## config.mk

```make
export PLATFORM = sky130hd
export DESIGN_NAME = usb_tx_bitenc
export DESIGN_NICKNAME = d
export VERILOG_FILES = /design/src/rtl/usb_tx_bitenc.sv
export SDC_FILE = /design/constraint.sdc
export NUM_CORES = 1
export LEC_CHECK = 0
export ABC_AREA = 1
export CAP_MARGIN = 20
export CORE_MARGIN = 1.5
export CORE_UTILIZATION = 53
export DETAILED_ROUTE_END_ITERATION = 12
export PLACE_DENSITY = 0.84
export SETUP_SLACK_MARGIN = 0.05
export SYNTH_ARGS = -nofsm -noshare
export SYNTH_HDL_FRONTEND = slang
export SYNTH_SLANG_ARGS = --single-unit
```

## constraint.sdc

```tcl
create_clock -name clk -period 1.6 [get_ports clk]
set_input_delay 0.32 -clock clk [delete_from_list [all_inputs] [get_ports clk]]
set_output_delay 0.32 -clock clk [all_outputs]
set_load 0.1 [all_outputs]
```

## src/rtl/usb_tx_bitenc.sv

```systemverilog
// USB transmit bit encoder: SYNC insertion, bit stuffing and NRZI.
// Emits one registered line level per cycle to the line driver.
module usb_tx_bitenc (
  input  logic clk,
  input  logic rst,
  input  logic in_bit,
  input  logic in_valid,
  input  logic in_last,
  output logic in_ready,
  input  logic tx_ready,
  output logic data_bit,
  output logic data_start,
  output logic data_end,
  output logic busy,
  output logic underrun
);

  typedef enum logic [2:0] {
    IDLE,
    SYNC,
    DATA,
    STUFF,
    ABORT,
    DISCARD
  } state_t;

  state_t     state;
  state_t     state_nx;
  logic       lvl;
  logic       lvl_nx;
  logic [2:0] ones;
  logic [2:0] ones_nx;
  logic [2:0] cnt;
  logic [2:0] cnt_nx;
  logic       last_q;
  logic       last_nx;
  logic       bit_nx;
  logic       start_nx;
  logic       end_nx;
  logic       busy_nx;
  logic       urun_nx;

  always_ff @(posedge clk) begin
    if (rst) begin
      state      <= IDLE;
      lvl        <= 1'b1;
      ones       <= 3'd0;
      cnt        <= 3'd0;
      last_q     <= 1'b0;
      data_bit   <= 1'b1;
      data_start <= 1'b0;
      data_end   <= 1'b0;
      busy       <= 1'b0;
      underrun   <= 1'b0;
    end else begin
      state      <= state_nx;
      lvl        <= lvl_nx;
      ones       <= ones_nx;
      cnt        <= cnt_nx;
      last_q     <= last_nx;
      data_bit   <= bit_nx;
      data_start <= start_nx;
      data_end   <= end_nx;
      busy       <= busy_nx;
      underrun   <= urun_nx;
    end
  end

  always_comb begin
    state_nx = state;
    lvl_nx   = lvl;
    ones_nx  = ones;
    cnt_nx   = cnt;
    last_nx  = last_q;
    bit_nx   = 1'b1;
    start_nx = 1'b0;
    end_nx   = 1'b0;
    busy_nx  = busy;
    urun_nx  = 1'b0;
    in_ready = 1'b0;
    unique case (state)
      IDLE: begin
        busy_nx = 1'b0;
        if (in_valid && tx_ready) begin
          // first SYNC bit is a raw 0 toggling from J
          state_nx = SYNC;
          lvl_nx   = 1'b0;
          bit_nx   = 1'b0;
          start_nx = 1'b1;
          busy_nx  = 1'b1;
          ones_nx  = 3'd0;
          cnt_nx   = 3'd1;
          last_nx  = 1'b0;
        end
      end
      SYNC: begin
        if (cnt == 3'd7) begin
          bit_nx   = lvl;
          ones_nx  = 3'd1;
          state_nx = DATA;
        end else begin
          lvl_nx = ~lvl;
          bit_nx = ~lvl;
          cnt_nx = cnt + 3'd1;
        end
      end
      DATA: begin
        in_ready = 1'b1;
        if (in_valid) begin
          lvl_nx  = in_bit ? lvl : ~lvl;
          ones_nx = in_bit ? ones + 3'd1 : 3'd0;
          bit_nx  = in_bit ? lvl : ~lvl;
          if (in_bit && ones == 3'd5) begin
            state_nx = STUFF;
            last_nx  = in_last;
          end else if (in_last) begin
            end_nx   = 1'b1;
            state_nx = IDLE;
          end
        end else begin
          // starved mid-packet: close the line with a held bit
          bit_nx   = lvl;
          end_nx   = 1'b1;
          urun_nx  = 1'b1;
          last_nx  = 1'b0;
          state_nx = ABORT;
        end
      end
      STUFF: begin
        lvl_nx  = ~lvl;
        bit_nx  = ~lvl;
        ones_nx = 3'd0;
        if (last_q) begin
          end_nx   = 1'b1;
          state_nx = IDLE;
        end else begin
          state_nx = DATA;
        end
      end
      ABORT: begin
        busy_nx  = 1'b0;
        state_nx = last_q ? IDLE : DISCARD;
      end
      DISCARD: begin
        busy_nx  = 1'b0;
        in_ready = 1'b1;
        if (in_valid && in_last) begin
          state_nx = IDLE;
        end
      end
      default: begin
        state_nx = IDLE;
      end
    endcase
  end

endmodule

```

==> flow_metrics.env <==
export IMPL_outcome="completed"
export IMPL_drive_gt1_share_pct=27.22
export IMPL_netlist_top_cells_count="37 x nand2_1, 17 x nor2_1, 16 x dfxtp_1"
export IMPL_netSwitchingPower_mw=1.405
export IMPL_vdd_ir_drop_max_v=0.001227
export IMPL_dp_hpwl_um=1747
export IMPL_drt_initial_drc_count=35
export IMPL_cts_tree="done"
export IMPL_cap_viol_max_count=0
export IMPL_min_period_over_period_pct=95.86
export IMPL_io_buffers=11
export IMPL_clk_latency_ns=0.31
export IMPL_tightest_slew_ns=0.2887
export IMPL_min_period_ns=1.534
export IMPL_synth_cell_types=24
export IMPL_overflow=0
export IMPL_wl_per_cell_um=14.42
export IMPL_r2r_end="ones[1]$_SDFFE_PP0P_"
export IMPL_n_antenna_cell=0
export IMPL_nets=169
export IMPL_yosysTopAreaCell="dfxtp_1"
export IMPL_avgViaCountPerCell=5.674
export IMPL_boundaryPins=12
export IMPL_p_comb_share_pct=65.0
export IMPL_syn_cell_area_um2=940.9
export IMPL_path_cells="inv_4, nor2_4, nand2_4, nand2_4, buf_12"
export IMPL_rsz0062_at_grt="true"
export IMPL_postRouteAntennaNets=0
export IMPL_met2WireLength_um=1245
export IMPL_pwr_density_cell_mw_per_mm2=2137
export IMPL_reg2reg_slack_ns=0.14
export IMPL_swShare_pct=51.38
export IMPL_crit_slowest_cell="dfxtp_4"
export IMPL_hold_class="reg -> reg"
export IMPL_syn_nets=145
export IMPL_fin_hold_ws_ns=0.4707
export IMPL_cp_data_arrival_time_ns=1.21
export IMPL_syn_avg_cell_area_um2=6.970
export IMPL_power_total_mw=2.735
export IMPL_worstPathMaxFanout=3
export IMPL_cts_buffers=3
export IMPL_min_to="cnt[0]$_SDFFE_PP0P_"
export IMPL_synth_cells=135
export IMPL_p_clk_share_pct=10.3
export IMPL_gp_congestion=0.9257
export IMPL_routed_wl_um=2523
export IMPL_track_usage_pct=26.03
export IMPL_cts_clk_slew_worst_paths_ns=0.09
export IMPL_start_util_pct=55.70
export IMPL_slew_headroom_pct=80.74
export IMPL_yosys_top_cells_area="dfxtp_1 34%, nand2_1 15%, nor2_1 6.8%"
export IMPL_cts_sinks=16
export IMPL_cp_common_cell="nand2_4"
export IMPL_htreeDepth=1
export IMPL_syn2layout_area_growth_pct=36.04
export IMPL_antenna_found_initial=0
export IMPL_die_y_um=45.14
export IMPL_synth_ff_type="dfxtp_1"
export IMPL_met3_length_um=211
export IMPL_die_area_mm2=0.002037
export IMPL_cts_root_buf="clkbuf_4"
export IMPL_coreArea_mm2=0.001689
export IMPL_grt_max_degree=10
export IMPL_clockBufferDepth=2
export IMPL_synth_edf_count=0
export IMPL_drc=0
export IMPL_final_max_slew_viol_count=0
export IMPL_drt_pass1_iterations=4
export IMPL_hold_viol_final=0
export IMPL_hold_path_depth=1
export IMPL_grt_pass1_wl_um=3850
export IMPL_first_global_vias=941
export IMPL_critPathRequiredTime_ns=1.28
export IMPL_placementRows=15
export IMPL_synth_seq_area_share_pct=34.04
export IMPL_critPathKind="reg -> out"
export IMPL_async_flop_share_pct=0
export IMPL_yosysWarningCount=0
export IMPL_cp_end_kind="output pin"
export IMPL_cp_slowest_stage_delay_ns=0.38
export IMPL_rr_worst_depth=9
export IMPL_highest_layer="met4"
export IMPL_seq_power_share_pct=24.7
export IMPL_intPower_mw=1.330
export IMPL_dr_total_vias=993
export IMPL_max_freq_mhz=652.0
export IMPL_synth_most_common_cell="nand2_1"
export IMPL_clock_skew_ns=0.002617
export IMPL_leakage_nw=0.6003
export IMPL_final_setup_viol_count=0
export IMPL_wl_met1_um=988
export IMPL_ys_ff_latch=16
export IMPL_start_kind="flip-flop"
export IMPL_synth_top_area_share_pct=34.04
export IMPL_reg2reg_from="state[1]$_SDFFE_PP0P_"
export IMPL_min_from="cnt[0]$_SDFFE_PP0P_"
export IMPL_die_w_um=45.14
==> kinds of logic (layout without fill, tap and decap cells) <==
group | count (synthesis) | in the layout | synth area share [%]
AOI/OAI and AO/OA | 15 | 15 | 10.11
and+or+nand+nor | 81 | 81 | 41.89
DFF | 16 | 16 | 34.04
adders and majority gates | 4 | 4 | 5.319
xor gates and xnor gates | 1 | 1 | 0.9310
buffers and inverters | 18 | 41 | 7.713
==> cells in the final DEF (no fill, tap or decap) <==
cell             netlist  routed
nor2_4                 3       4
buf_12                 0       6
xor2_1                 1       1
nor2_2                 2       2
inv_4                  0       2
a31oi_1                1       1
o211a_1                1       1
inv_2                  2       1
ha_2                   0       1
dfxtp_4                0       2
nor3_1                 1       1
o21ai_0                3       3
nand2_4                0       2
nand3b_1               1       1
nand3_1                9       9
nor2_1                17      16
inv_1                 13      12
clkbuf_4               0       3
nand2_1               37      34
dfxtp_2                0       1
a21oi_1                8       8
buf_6                  0       1
dfxtp_1               16      13
clkdlybuf4s50_1        0       5
o211ai_1               1       1
nand3_2                5       5
nand4_1                5       5
clkbuf_8               0       1
ha_1                   4       3
or2_1                  1       1
nand2_2                0       1
a21oi_4                1       1
buf_4                  1      10
==> worst max-delay path, delay by kind of cell, from the launching register on <==
family                 cells  cell delay (ns)
flip-flops                 1             0.38
buffers and inverters      2             0.22
AND/OR/NAND/NOR            3             0.31
==> stage by stage <==
step | cells | instance area [um^2] | setup WS, ns | util [%] | setup TNS, ns
final | 175 | 1280 | 0.06622 | 75.78 | 0
after global placement | 165 | 1156 | 0.01612 | 68.44 | 0
after global routing | 175 | 1280 | 0.01283 | 75.78 | 0
after CTS | 170 | 1214 | 0.05856 | 71.85 | 0
after floorplan | 135 | 943.4 | 0.09368 | - | 0
after detailed placement | 165 | 1156 | -0.04453 | 68.44 | -0.1059
==> layer usage <==
metal,up-vias,global-route usage [%]
met5,-,0
met4,0,18.82
met3,8,7.600
met2,52,40.00
met1,447,30.56
li1,486,-
==> power groups by stage <==
stage / combinational, mW / clock, mW / sequential [mW]
2_1_floorplan: 0.896 / 0 / 0.875
3_3_place_gp: 1.54 / 0 / 0.644
3_5_place_dp: 1.58 / 0 / 0.651
4_1_cts: 1.62 / 0.281 / 0.653
5_1_grt: 1.89 / 0.318 / 0.689
6_report: 1.78 / 0.282 / 0.676
==> how the worst max path moves through the flow <==
stage                           from                    to  slack [ns]  cells past startpoint
2_1_floorplan  state[2]$_SDFFE_PP0P_              in_ready        0.09                      4
5_1_grt        state[1]$_SDFFE_PP0P_              in_ready        0.01                      5
6_report       state[1]$_SDFFE_PP0P_              in_ready        0.07                      5
3_3_place_gp                in_valid  ones[0]$_SDFFE_PP0P_        0.02                      6
4_1_cts        state[1]$_SDFFE_PP0P_              in_ready        0.06                      5
3_5_place_dp                in_valid  ones[0]$_SDFFE_PP0P_       -0.04                      6
==> flip-flops by register name, indices dropped and copies added (netlist names) <==
signal and cells:
busy 1, data_start 1, ones 3, cnt 3, underrun 1, state 3, lvl 1, data_end 1
last_q 1, data_bit 1
==> timing repair <==
action                                  4_1_cts  5_1_grt
setup buffers                                 1        5
hold buffers                                  0        0
gates resized for setup                       7        9
endpoints found under the setup margin        1        2
pin swaps                                     1        4
==> area by class of cell <==
cell class              count  area, um^2
flip-flops and latches     16       329.1
fillers                   112       409.1
inverters                  15       61.31
multi-input cells         101       575.6
repair buffers             22       256.5
well taps                  17       21.27
clock buffers               4       36.28
Note: power is estimated with default switching activity, not from simulation.
